==> config.mk <==
export PLATFORM = sky130hd
export DESIGN_NAME = alu_op_sequencer_flat
export DESIGN_NICKNAME = d
export VERILOG_FILES = /design/src/rtl/alu_op_sequencer_if.sv /design/src/rtl/alu_op_sequencer.sv /design/src/flat_wrapper.sv
export SDC_FILE = /design/constraint.sdc
export NUM_CORES = 1
export LEC_CHECK = 0
export BUFFER_PORTS_ARGS = -buffer_cell sky130_fd_sc_hd__buf_2
export CAP_MARGIN = 20
export CORE_ASPECT_RATIO = 0.9
export CORE_MARGIN = 8
export CORE_UTILIZATION = 50
export CTS_CLUSTER_SIZE = 25
export DETAILED_ROUTE_END_ITERATION = 12
export GPL_ROUTABILITY_DRIVEN = 0
export HOLD_SLACK_MARGIN = 0.08
export PLACE_DENSITY = 0.8
export SLEW_MARGIN = 20
export SYNTH_ARGS = -nofsm -noshare
export SYNTH_HDL_FRONTEND = slang
export SYNTH_SLANG_ARGS = --single-unit
export TNS_END_PERCENT = 5
==> constraint.sdc <==
create_clock -name clk -period 2.7 [get_ports clk]
set_clock_uncertainty 0.15 [all_clocks]
set_input_delay 0.54 -clock clk [delete_from_list [all_inputs] [get_ports clk]]
set_output_delay 0.54 -clock clk [all_outputs]
set_load 0.02 [all_outputs]
==> src/rtl/alu_op_sequencer_if.sv <==
// Handshake and control-field bundle between the control FSM, the
// sequencer, the mult/div unit and the result muxes.
// slave: sequencer view (takes req/code/md_done, drives status and fields).
// master: environment view (drives req/code/md_done, observes the rest).
interface alu_op_sequencer_if #(
  parameter int CTRL_W = 5
);
  logic              req;
  logic [CTRL_W-1:0] control_type;
  logic              md_done;
  logic              busy;
  logic              done;
  logic              illegal;
  logic              md_timeout;
  logic              md_start;
  logic [1:0]        cond_type;
  logic              div_op;
  logic              mult_op;
  logic [2:0]        alu_op;
  logic              or_op;
  logic              overflow_op;
  logic [2:0]        src_out;
  logic [1:0]        store_md;

  modport slave (
    input  req, control_type, md_done,
    output busy, done, illegal, md_timeout, md_start,
           cond_type, div_op, mult_op, alu_op, or_op, overflow_op,
           src_out, store_md
  );

  modport master (
    output req, control_type, md_done,
    input  busy, done, illegal, md_timeout, md_start,
           cond_type, div_op, mult_op, alu_op, or_op, overflow_op,
           src_out, store_md
  );
endinterface

==> src/rtl/alu_op_sequencer.sv <==
// Registered ALU control sequencer: decodes one op code per request and holds the fields.
// Latency accept->done: ALU_LAT+1 (ALU class), 1 (illegal), md_done cycle+1 (mult/div).
// Backpressure: req is sampled only in IDLE; it is ignored while busy, including FINISH.
// Ports: clk, reset (async, active-high); bus (slave modport) carries req/control_type/
//   md_done in and busy/done/illegal/md_timeout/md_start plus the decoded fields out.
module alu_op_sequencer #(
  parameter int CTRL_W     = 5,
  parameter int ALU_LAT    = 1,
  parameter int MD_TIMEOUT = 64
) (
  input  logic             clk,
  input  logic             reset,
  alu_op_sequencer_if.slave bus
);

  typedef struct packed {
    logic [1:0] cond_type;
    logic       div_op;
    logic       mult_op;
    logic [2:0] alu_op;
    logic       or_op;
    logic       overflow_op;
    logic [2:0] src_out;
    logic [1:0] store_md;
  } ctrl_t;

  localparam logic [1:0] S_IDLE    = 2'd0;
  localparam logic [1:0] S_EXEC    = 2'd1;
  localparam logic [1:0] S_MD_WAIT = 2'd2;
  localparam logic [1:0] S_FINISH  = 2'd3;

  // Last count value of each waiting state; one shared counter serves both.
  localparam logic [15:0] ALU_LAST = 16'(ALU_LAT - 1);
  localparam logic [15:0] MD_LAST  = 16'(MD_TIMEOUT - 1);

  logic [1:0]        state_q, state_d;
  ctrl_t             ctrl_q, ctrl_d;
  logic [15:0]       cnt_q, cnt_d;
  logic              illegal_q, illegal_d;
  logic              timeout_q, timeout_d;

  logic [CTRL_W-1:0] code;
  logic [31:0]       code_val;
  ctrl_t             dec;
  logic              dec_md;
  logic              dec_illegal;

  assign code = bus.control_type;

  // Decode of the incoming code; only used on the accept edge.
  always_comb begin
    dec         = '0;
    dec_md      = 1'b0;
    dec_illegal = 1'b0;
    code_val    = 32'(code);
    if (code_val <= 32'd7) begin
      dec.alu_op      = code_val[2:0];
      dec.src_out     = (code_val == 32'd7) ? 3'd2 : 3'd3;
      dec.overflow_op = (code_val == 32'd1) || (code_val == 32'd2) ||
                        (code_val == 32'd4);
    end else begin
      case (code_val)
        32'd8:  begin dec.or_op = 1'b1; dec.src_out = 3'd4; end
        32'd9:  begin dec.div_op = 1'b1; dec.store_md = 2'd1; dec_md = 1'b1; end
        32'd10: begin dec.mult_op = 1'b1; dec.store_md = 2'd2; dec_md = 1'b1; end
        32'd11: begin dec.alu_op = 3'd1; dec.src_out = 3'd3; end
        32'd12: dec.src_out = 3'd1;
        32'd13: dec.src_out = 3'd0;
        32'd14: dec.cond_type = 2'd0;
        32'd15: dec.cond_type = 2'd1;
        32'd16: dec.cond_type = 2'd2;
        32'd17: dec.cond_type = 2'd3;
        32'd18: dec.src_out = 3'd6;
        default: dec_illegal = 1'b1;
      endcase
    end
  end

  always_comb begin
    state_d   = state_q;
    ctrl_d    = ctrl_q;
    cnt_d     = cnt_q;
    illegal_d = illegal_q;
    timeout_d = timeout_q;
    case (state_q)
      S_IDLE: begin
        if (bus.req) begin
          cnt_d = '0;
          if (dec_illegal) begin
            // Illegal codes skip straight to FINISH with all fields at zero.
            state_d   = S_FINISH;
            illegal_d = 1'b1;
            ctrl_d    = '0;
          end else begin
            ctrl_d  = dec;
            state_d = dec_md ? S_MD_WAIT : S_EXEC;
          end
        end
      end
      S_EXEC: begin
        if (cnt_q >= ALU_LAST) state_d = S_FINISH;
        else                   cnt_d   = cnt_q + 16'd1;
      end
      S_MD_WAIT: begin
        // md_done wins over an expiring watchdog in the same cycle.
        if (bus.md_done) begin
          state_d = S_FINISH;
        end else if (cnt_q >= MD_LAST) begin
          state_d   = S_FINISH;
          timeout_d = 1'b1;
        end else begin
          cnt_d = cnt_q + 16'd1;
        end
      end
      S_FINISH: begin
        state_d   = S_IDLE;
        ctrl_d    = '0;
        cnt_d     = '0;
        illegal_d = 1'b0;
        timeout_d = 1'b0;
      end
      default: state_d = S_IDLE;
    endcase
  end

  always_ff @(posedge clk or posedge reset) begin
    if (reset) begin
      state_q   <= S_IDLE;
      ctrl_q    <= '0;
      cnt_q     <= '0;
      illegal_q <= 1'b0;
      timeout_q <= 1'b0;
    end else begin
      state_q   <= state_d;
      ctrl_q    <= ctrl_d;
      cnt_q     <= cnt_d;
      illegal_q <= illegal_d;
      timeout_q <= timeout_d;
    end
  end

  // All outputs come straight from flops, so reset clears them immediately.
  assign bus.busy        = (state_q != S_IDLE);
  assign bus.done        = (state_q == S_FINISH);
  assign bus.illegal     = (state_q == S_FINISH) && illegal_q;
  assign bus.md_timeout  = (state_q == S_FINISH) && timeout_q;
  assign bus.md_start    = (state_q == S_MD_WAIT) && (cnt_q == 16'd0);
  assign bus.cond_type   = ctrl_q.cond_type;
  assign bus.div_op      = ctrl_q.div_op;
  assign bus.mult_op     = ctrl_q.mult_op;
  assign bus.alu_op      = ctrl_q.alu_op;
  assign bus.or_op       = ctrl_q.or_op;
  assign bus.overflow_op = ctrl_q.overflow_op;
  assign bus.src_out     = ctrl_q.src_out;
  assign bus.store_md    = ctrl_q.store_md;

endmodule

==> src/flat_wrapper.sv <==
// flat-port wrapper written by rule: the top's interface ports become plain ports
module alu_op_sequencer_flat 
#(
  parameter int CTRL_W     = 5,
  parameter int ALU_LAT    = 1,
  parameter int MD_TIMEOUT = 64
)
  (clk, reset, bus_req, bus_control_type, bus_md_done, bus_busy, bus_done, bus_illegal, bus_md_timeout, bus_md_start, bus_cond_type, bus_div_op, bus_mult_op, bus_alu_op, bus_or_op, bus_overflow_op, bus_src_out, bus_store_md);
  alu_op_sequencer_if #(.CTRL_W(CTRL_W)) bus_i ();
  input  logic clk;
  input  logic reset;
  input wire logic [$bits(bus_i.req)-1:0] bus_req;
  input wire logic [$bits(bus_i.control_type)-1:0] bus_control_type;
  input wire logic [$bits(bus_i.md_done)-1:0] bus_md_done;
  output wire logic [$bits(bus_i.busy)-1:0] bus_busy;
  output wire logic [$bits(bus_i.done)-1:0] bus_done;
  output wire logic [$bits(bus_i.illegal)-1:0] bus_illegal;
  output wire logic [$bits(bus_i.md_timeout)-1:0] bus_md_timeout;
  output wire logic [$bits(bus_i.md_start)-1:0] bus_md_start;
  output wire logic [$bits(bus_i.cond_type)-1:0] bus_cond_type;
  output wire logic [$bits(bus_i.div_op)-1:0] bus_div_op;
  output wire logic [$bits(bus_i.mult_op)-1:0] bus_mult_op;
  output wire logic [$bits(bus_i.alu_op)-1:0] bus_alu_op;
  output wire logic [$bits(bus_i.or_op)-1:0] bus_or_op;
  output wire logic [$bits(bus_i.overflow_op)-1:0] bus_overflow_op;
  output wire logic [$bits(bus_i.src_out)-1:0] bus_src_out;
  output wire logic [$bits(bus_i.store_md)-1:0] bus_store_md;
  assign bus_i.req = bus_req;
  assign bus_i.control_type = bus_control_type;
  assign bus_i.md_done = bus_md_done;
  assign bus_busy = bus_i.busy;
  assign bus_done = bus_i.done;
  assign bus_illegal = bus_i.illegal;
  assign bus_md_timeout = bus_i.md_timeout;
  assign bus_md_start = bus_i.md_start;
  assign bus_cond_type = bus_i.cond_type;
  assign bus_div_op = bus_i.div_op;
  assign bus_mult_op = bus_i.mult_op;
  assign bus_alu_op = bus_i.alu_op;
  assign bus_or_op = bus_i.or_op;
  assign bus_overflow_op = bus_i.overflow_op;
  assign bus_src_out = bus_i.src_out;
  assign bus_store_md = bus_i.store_md;
  alu_op_sequencer #(.CTRL_W(CTRL_W), .ALU_LAT(ALU_LAT), .MD_TIMEOUT(MD_TIMEOUT)) u_core (.clk(clk), .reset(reset), .bus(bus_i));
endmodule
==> Yosys cells after proc, flatten, opt, wreduce, memory -nomap -nowiden <==
Cells that the tools add are included.
{ "word_totals": {"reg_bits": 34, "in_bits": 9, "out_inout_bits": 19} }
{ "classes": {"n_addsub": 1, "order_cmp": 3, "eq_ne": 26, "n_mux": 39, "reduce_logical": 17} }
{ "ops": {"columns": ["op", "n"], "rows": [
  ["$mux 16", 4],
  ["$pmux 16 s4", 1],
  ["$eq 5x4->1 const B", 8],
  ["$mux 14", 2],
  ["$pmux 14 s2", 1],
  ["$add 16x1->16 const B", 1],
  ["$ge 16x1->1 const B", 1],
  ["$ge 16x6->1 const B", 1],
  ["$logic_not 16->1", 1],
  ["$eq 5x5->1 const B", 3],
  ["$mux 1", 15],
  ["$mux 2", 7],
  ["$pmux 3 s4", 1],
  ["$reduce_or 11->1", 1],
  ["$eq 5x3->1 const B", 2],
  ["$reduce_and 3->1", 3],
  ["$ne 2x2->1 const B", 4],
  ["$pmux 2 s4", 1],
  ["$mux 3", 2],
  ["$ne 2x1->1 const B", 3],
  ["$pmux 2 s3", 1],
  ["$reduce_bool 2->1", 3],
  ["$eq 5x1->1 const B", 1],
  ["$eq 5x2->1 const B", 1],
  ["other kinds (13)", 18]
]} }

==> Depth between registers and ports, before layout <==
Gate-level depths: netlist of run 1.
{ "depth": {"word_depth": 8, "mapped_depth": 8} }

==> Worst setup path after synthesis of run 1 <==
Ideal clock, no wire load.
{ "synth_timing": {"path_type": "register to output", "start": "register u_core.cnt_q[10]", "end": "output bus_md_start", "arrival_ns": 1.453, "required_time_ns": 2.010, "slack_ns": 0.557, "stages_incl_launch_ff": 4, "path_buffers": 0, "path_cell_list": "dfrtp_1 -> nor4_2 -> nand3_1 -> nor4_1"} }
{ "synth_between": {"elab_chain_len": 2} }
{ "synth_lines": {"columns": ["item", "line", "source"], "rows": [
  ["from (decl)", "alu_op_sequencer.sv:38", "logic [15:0] cnt_q, cnt_d;"],
  ["from (signal assigned)", "alu_op_sequencer.sv:136", "cnt_q <= cnt_d;"],
  ["$logic_not 16->1", "alu_op_sequencer.sv:147", "assign bus.md_start = (state_q == S_MD_WAIT) && (cnt_q == 16'd0);"],
  ["$logic_and 1x1->1", "alu_op_sequencer.sv:147", null],
  ["to (decl)", "flat_wrapper.sv:19", "output wire logic [$bits(bus_i.md_start)-1:0] bus_md_start;"]
]} }
Every way passes these cells.

==> Final worst setup path of run 1 <==
Same ends and word-level chain as after synthesis.

==> results of run 1 <==
cell families (layout without fill, tap and decap cells):
| logic type | Yosys count | count (layout) |
|---|---|---|
| DFF | 33 | 33 |
| xor gates and xnor gates | 2 | 2 |
| and+or+nand+nor | 68 | 68 |
| buffers and inverters | 21 | 49 |
| adders and majority gates | 6 | 6 |
| muxes | 3 | 3 |
| AOI/OAI and AO/OA | 46 | 46 |
power groups by stage:
stage	Sequential [W]	Combinational, W	Clock, W
2_1_floorplan	0.000628	0.000468	0
3_5_place_dp	0.000610	0.000624	0
4_1_cts	0.000600	0.000629	0.000421
3_3_place_gp	0.000605	0.000609	0
6_report	0.000601	0.000619	0.000411
5_1_grt	0.000609	0.000704	0.000441
stage by stage:
| step | hold slack [ps] | instance area (um^2) | total power (W) | instances |
|---|---|---|---|---|
| 2_1_floorplan | 298.1 | 1783 | 0.001096 | 179 |
| 3_3_place_gp | 312.2 | 1934 | 0.001215 | 243 |
| 3_5_place_dp | 321.4 | 1934 | 0.001234 | 243 |
| 4_1_cts | 203.6 | 2036 | 0.001650 | 251 |
| 5_1_grt | 235.0 | 2036 | 0.001754 | 251 |
| 6_report | 183.2 | 2036 | 0.001630 | 251 |
flip-flops by register name, summed over array words and instances (netlist names):
name                    count
u_core.illegal_q            1
u_core.bus.mult_op          1
u_core.cnt_q               16
u_core.timeout_q            1
u_core.bus.store_md         2
u_core.bus.cond_type        2
u_core.bus.or_op            1
u_core.bus.overflow_op      1
u_core.state_q              2
u_core.bus.src_out          3
u_core.bus.alu_op           3
metal layers:
| layer | GRT usage | up-vias |
|---|---|---|
| met3 | 0.04557 | 7 |
| met5 | 0 | - |
| met4 | 0.06160 | 0 |
| met2 | 0.2059 | 24 |
| met1 | 0.1973 | 667 |
| li1 | - | 709 |
final cells by class:
cell class | instances | share of cell area
sequential | 33 | 0.4057
tap | 44 | 0.02704
clock buffer | 7 | 0.04733
timing repair buffer | 29 | 0.07376
inverter | 12 | 0.02213
clock inverter | 1 | 0.002459
multi-input combinational | 125 | 0.4216
worst paths after layout:
check,endpoint,start,slack [ps],cells past startpoint
hold / removal,u_core.bus.alu_op[2],reset,180,3
min in group clk,u_core.bus.src_out[1],u_core.bus.src_out[1],330,2
hold reg to reg,u_core.bus.src_out[1],u_core.bus.src_out[1],330,2
setup / recovery,bus_md_start,u_core.cnt_q[10],420,4
max in group asynchronous,u_core.cnt_q[7],reset,1920,3
setup reg to reg,u_core.cnt_q[4],u_core.state_q[0],430,6
worst reg2reg max path: stages (launching register included):
cell	delay, ps
dfrtp_1	390
inv_1	80
ha_1	310
nor2b_4	180
a211o_1	410
or4_1	540
a21oi_1	150
layout by cell type, fill, tap and decap left out, types with 3 or more instances in the layout:
master / Yosys / routed
and2_1: 12 / 12
o21ai_0: 7 / 7
ha_1: 6 / 6
or3_1: 3 / 3
or4_1: 3 / 3
a22o_1: 4 / 4
nor2_1: 9 / 9
a21oi_1: 9 / 9
o31ai_1: 5 / 5
nand3_1: 7 / 7
nand2_1: 11 / 11
buf_2: 1 / 27
nor3_1: 3 / 3
clkbuf_8: 0 / 7
inv_1: 12 / 12
dfrtp_1: 33 / 33
a32o_1: 3 / 3
nor2b_1: 6 / 6
==> flow_summary.json, run 1 <==
{
  "n_fill_cell": 306,
  "cpPeakStageDelay_ps": 400,
  "synthAdderAreaFrac": 0.04211,
  "tns_ps": 0,
  "synth_compound_area_frac": 0.1874,
  "synth-simple-area-share": 0.2239,
  "drc_errors": 0,
  "chipWidth_um": 78.95,
  "worstPathRequired_ps": 2010,
  "cts.sink_count": 33,
  "p_leak_nw": 0.9673,
  "clkPwrFrac": 0.252,
  "ys_top_cells_by_count": "dfrtp_1 (33), and2_1 (12), inv_1 (12)",
  "antenna_found_initial": 0,
  "path_delay_family": "simple AND/OR/NAND/NOR gates",
  "final_util": 0.5982,
  "ys_types": 47,
  "htreeDepth": 2,
  "area_delta_synth_final_pct": 14.18,
  "grt_max_degree": 34,
  "seqPwrFrac": 0.368,
  "drive_above_1_share": 0.2126,
  "critPathCaptureType": "primary output",
  "async_flop_share": 1.000,
  "seq_area_frac_synth": 0.4632,
  "clk_pin_slew_ps": 70,
  "postCtsResizedCells": 0,
  "vias": 1407,
  "first_pass_iters": 4,
  "netlist_area_um2": 1783,
  "drt-vias-per-instance": 5.606,
  "wl_met1_mm": 1.861,
  "final-setup-viol-count": 0,
  "min_period_over_period": 0.8447,
  "slew_viol_final": 0,
  "multi_input_area_um2": 858.3,
  "crit_fanout": 3,
  "grt_pass1_vias": 1365,
  "ir_worst_vdd_mv": 0.4707,
  "slew_headroom": 0.4841,
  "netSwitchingFraction": 0.3914,
  "route.met3.wl_um": 173,
  "cts_buffers": 5,
  "cts_hold_buf": 0,
  "internal_power_w": 0.0009922,
  "layout.nets": 221,
  "topRoutingLayerUsed": "met4",
  "power_frac_comb": 0.380,
  "wl_mm": 3.818,
  "placementRows": 20,
  "synth_edf_count": 0,
  "synth_area_leaders": "dfrtp_1 (46%), and2_1 (4.2%), ha_1 (4.2%)",
  "met2_length_mm": 1.726,
  "power.switching_w": 0.0006381,
  "power_density_nw_per_um2": 800.9,
  "drt-initial-drc-count": 112,
  "dieArea_um2": 5735,
  "dp_hpwl_mm": 2.814,
  "worstSetupStartpointType": "flop",
  "seqCellArea_um2": 825.8,
  "synth.yosys.warnings": 0,
  "synth_area_per_cell_um2": 9.961,
  "synth.area.mux_share": 0.01825,
  "hold_violations": 0,
  "io_buffers": 27,
  "yosys.area.top_type": "dfrtp_1",
  "die_y_um": 72.65,
  "worst-path-buf-inv": 1,
  "drt-wirelength-per-cell_um": 15.21,
  "cts_tree": "done",
  "cp_slowest_cell": "dfrtp_1",
  "synth_ff_type": "dfrtp_1",
  "arrival_ps": 1590,
  "syn-num-nets": 194,
  "clock-root-buffer": "clkbuf_8",
  "yosysTopAreaCellShare": 0.4632,
  "n_antenna_cell": 0,
  "max_freq_mhz": 438.5,
  "track_usage": 0.1451,
  "place_ws_ps": 436.0,
  "overflow": 0,
  "grt_pass1_wl_mm": 6.637,
  "post_cts_buffers": 0,
  "crit_chain": "nor4_2, nand3_1, nor4_1, buf_2",
  "min_period_ps": 2281,
  "ios": 28,
  "rsz0062_at_grt": "false",
  "critPathKind": "reg -> out",
  "worst_slack_ps": 419.3,
  "status": "finished clean",
  "syn_inst": 179,
  "maxCapViolCount": 0,
  "yosysMostFrequentCell": "dfrtp_1",
  "hold_path_class": "in -> async",
  "tightest_slew_ps": 752.4,
  "initial_core_util": 0.5239,
  "route.antenna.remaining_nets": 0,
  "ys_seq_elements": 33,
  "clkLatencyLatePin_ps": 290,
  "clock_path_buffers": 2,
  "core_region_area_um2": 3403,
  "synth_top_family_by_area": "simple AND/OR/NAND/NOR gates",
  "synthXorXnorAreaFrac": 0.009825
}
Note: power is estimated with default switching activity, not from simulation.
==> run 2: changes to the inputs <==
--- a/config.mk
+++ b/config.mk
@@ -5,6 +5,7 @@
 export SDC_FILE = /design/constraint.sdc
 export NUM_CORES = 1
 export LEC_CHECK = 0
+export ABC_AREA = 1
 export BUFFER_PORTS_ARGS = -buffer_cell sky130_fd_sc_hd__buf_2
 export CAP_MARGIN = 20
 export CORE_ASPECT_RATIO = 0.9
==> constraint.sdc (replaced) <==
create_clock -name clk -period 2.4 [get_ports clk]
set_clock_uncertainty 0.15 [all_clocks]
set_input_delay 0.48 -clock clk [delete_from_list [all_inputs] [get_ports clk]]
set_output_delay 0.48 -clock clk [all_outputs]
set_load 0.02 [all_outputs]
==> run 2 against run 1 <==
Against the previous run:
- combinational power increased by 45%
- hold slack lost 75 ps
- sequential share of layout area rose by 0.79 points
- sequential power rose by 20%
- via count is 1.6% higher
- first-iteration DRC count fell by 19%
- clock power rose by 8.8%
- critical path depth is 1 higher
- critical path type unchanged
==> flow_summary.json, run 2 <==
{
  "status": "finished clean",
  "seq_area_frac_synth": 0.4797,
  "min_period_over_period": 0.8974,
  "crit_fanout": 4,
  "n_fill_cell": 310,
  "grt_pass1_wl_mm": 6.065,
  "route.antenna.remaining_nets": 0,
  "cts_tree": "done",
  "yosysTopAreaCellShare": 0.4797,
  "n_antenna_cell": 0,
  "critPathCaptureType": "primary output",
  "worst_slack_ps": 246.3,
  "io_buffers": 27,
  "syn_inst": 220,
  "cpPeakStageDelay_ps": 420,
  "min_period_ps": 2154,
  "critPathKind": "reg -> out",
  "final_cell_mix": "nand2_1 (67), dfrtp_1 (33), nor2_1 (30)",
  "drt-initial-drc-count": 91,
  "final_util": 0.6000,
  "drt-vias-per-instance": 4.799,
  "grt_pass1_vias": 1411,
  "synth_ff_type": "dfrtp_1",
  "path_delay_family": "flip-flops",
  "drive_above_1_share": 0.1850,
  "antenna_found_initial": 0,
  "cts.sink_count": 33,
  "rsz0062_at_grt": "false",
  "maxCapViolCount": 0,
  "worstSetupStartpointType": "flop",
  "drt-wirelength-per-cell_um": 11.52,
  "clock-root-buffer": "clkbuf_8",
  "synth_edf_count": 0,
  "regMostFlops": "u_core.cnt_q",
  "ys_seq_elements": 33,
  "worstPathRequired_ps": 1770,
  "postCtsResizedCells": 0,
  "final_common_cell": "nand2_1",
  "synthXorXnorAreaFrac": 0.02035,
  "wl_mm": 3.432,
  "slew_viol_final": 0,
  "internal_power_w": 0.001168,
  "netlist_area_um2": 1722,
  "cts_hold_buf": 0,
  "max_freq_mhz": 464.3,
  "dieArea_um2": 5580,
  "clkPwrFrac": 0.216,
  "synthAdderAreaFrac": 0.04360,
  "synth-simple-area-share": 0.3052,
  "initial_core_util": 0.5173,
  "post_cts_buffers": 0,
  "htreeDepth": 2,
  "core_region_area_um2": 3328,
  "tightest_slew_ps": 408.1,
  "dp_hpwl_mm": 2.622,
  "synth_area_per_cell_um2": 7.826,
  "drc_errors": 0,
  "clkLatencyLatePin_ps": 290,
  "synth_compound_area_frac": 0.06395,
  "power.switching_w": 0.0008992,
  "crit_chain": "inv_1, ha_1, nand3_1, nor4_1, buf_2",
  "power_density_nw_per_um2": 1035,
  "layout.cells.non_filler": 298,
  "final-setup-viol-count": 0,
  "synth_top_family_by_area": "simple AND/OR/NAND/NOR gates",
  "regToRegSetupSlack_ps": 480,
  "placementRows": 20,
  "die_y_um": 71.67,
  "cts_buffers": 5,
  "yosys.area.top_type": "dfrtp_1",
  "ir_worst_vdd_mv": 0.6354,
  "ios": 28,
  "power_frac_comb": 0.435,
  "clk_pin_slew_ps": 70,
  "tns_ps": 0,
  "synth.area.mux_share": 0,
  "hold_path_class": "in -> async",
  "hold_violations": 0,
  "overflow": 0,
  "arrival_ps": 1520,
  "synth.yosys.warnings": 0,
  "netSwitchingFraction": 0.4351,
  "worst-path-buf-inv": 2,
  "ys_top_cells_by_count": "nand2_1 (67), dfrtp_1 (33), nor2_1 (30)",
  "ys_types": 25,
  "largest_register_ffs": 16,
  "async_flop_share": 1.000,
  "multi_input_area_um2": 745.7,
  "layout.nets": 268,
  "p_leak_nw": 1.147,
  "seqCellArea_um2": 825.8,
  "clock_path_buffers": 2,
  "chipWidth_um": 77.86,
  "syn-num-nets": 235,
  "track_usage": 0.1357,
  "seqPwrFrac": 0.348,
  "vias": 1430,
  "area_delta_synth_final_pct": 15.99,
  "power.total_w": 0.002067,
  "grt_max_degree": 34,
  "cp_slowest_cell": "dfrtp_1",
  "slew_headroom": 0.7279,
  "synth_area_leaders": "dfrtp_1 (48%), nand2_1 (15%), nor2_1 (6.5%)",
  "place_ws_ps": 515.8,
  "yosysMostFrequentCell": "nand2_1",
  "first_pass_iters": 4,
  "post-place-cells": 290
}
==> run 2: worst reg2reg max path: stages, from the launching register on <==
cell	delay, ps
dfrtp_1	400
inv_1	80
ha_1	250
inv_2	110
nor2_1	90
nor2_1	120
nand2_1	100
a21oi_4	250
inv_2	140
nand2_1	90
nand2_1	50
==> run 2: cells by family (layout without fill, tap and decap cells) <==
kind of cell             after synthesis  in the layout
adder cells (fa/ha/maj)                6              6
AO/OA/AOI/OAI                         18             18
AND/OR/NAND/NOR                      124            124
flip-flops                            33             33
XOR/XNOR                               4              4
buffers and inverters                 35             69
==> run 2: power by group through the flow <==
| stage | logic, W | registers (W) | clock network, W |
|---|---|---|---|
| final | 0.000899 | 0.000720 | 0.000447 |
| after global routing | 0.00102 | 0.000734 | 0.000472 |
| after CTS | 0.000911 | 0.000720 | 0.000454 |
| after detailed placement | 0.000907 | 0.000730 | 0 |
| after global placement | 0.000897 | 0.000725 | 0 |
| after floorplan | 0.000631 | 0.000790 | 0 |
==> run 2: metal layers <==
layer,wire [um],global-route usage,up-vias,share of wire
li1,-,-,751,-
met1,1603,0.1573,637,0.47
met2,1558,0.2150,33,0.45
met3,170,0.04875,9,0.050
met4,99,0.07113,0,0.029
met5,0,0,-,0
==> run 2: metrics by stage <==
stage | instance area (um^2) | hold WS, ps
2_1_floorplan | 1722 | 287.1
3_3_place_gp | 1901 | 299.3
3_5_place_dp | 1901 | 308.8
4_1_cts | 1997 | 123.9
5_1_grt | 1997 | 166.7
6_report | 1997 | 108.3
==> run 2: cell type report <==
| class | count | area share |
|---|---|---|
| repair buffers | 30 | 0.07895 |
| flip-flops and latches | 33 | 0.4135 |
| clock inverters | 2 | 0.006892 |
| multi-input cells | 152 | 0.3734 |
| inverters | 31 | 0.05827 |
| clock buffers | 6 | 0.04135 |
| well taps | 44 | 0.02757 |
==> run 2: final timing paths <==
path                              startpoint               end  cells past startpoint
max                        u_core.state_q[0]      bus_md_start                      5
min                                    reset  u_core.cnt_q[12]                      3
max reg2reg                u_core.state_q[0]   u_core.cnt_q[1]                     10
min reg2reg                 u_core.illegal_q  u_core.illegal_q                      2
max in group asynchronous              reset  u_core.timeout_q                      3
min in group clk            u_core.illegal_q  u_core.illegal_q                      2
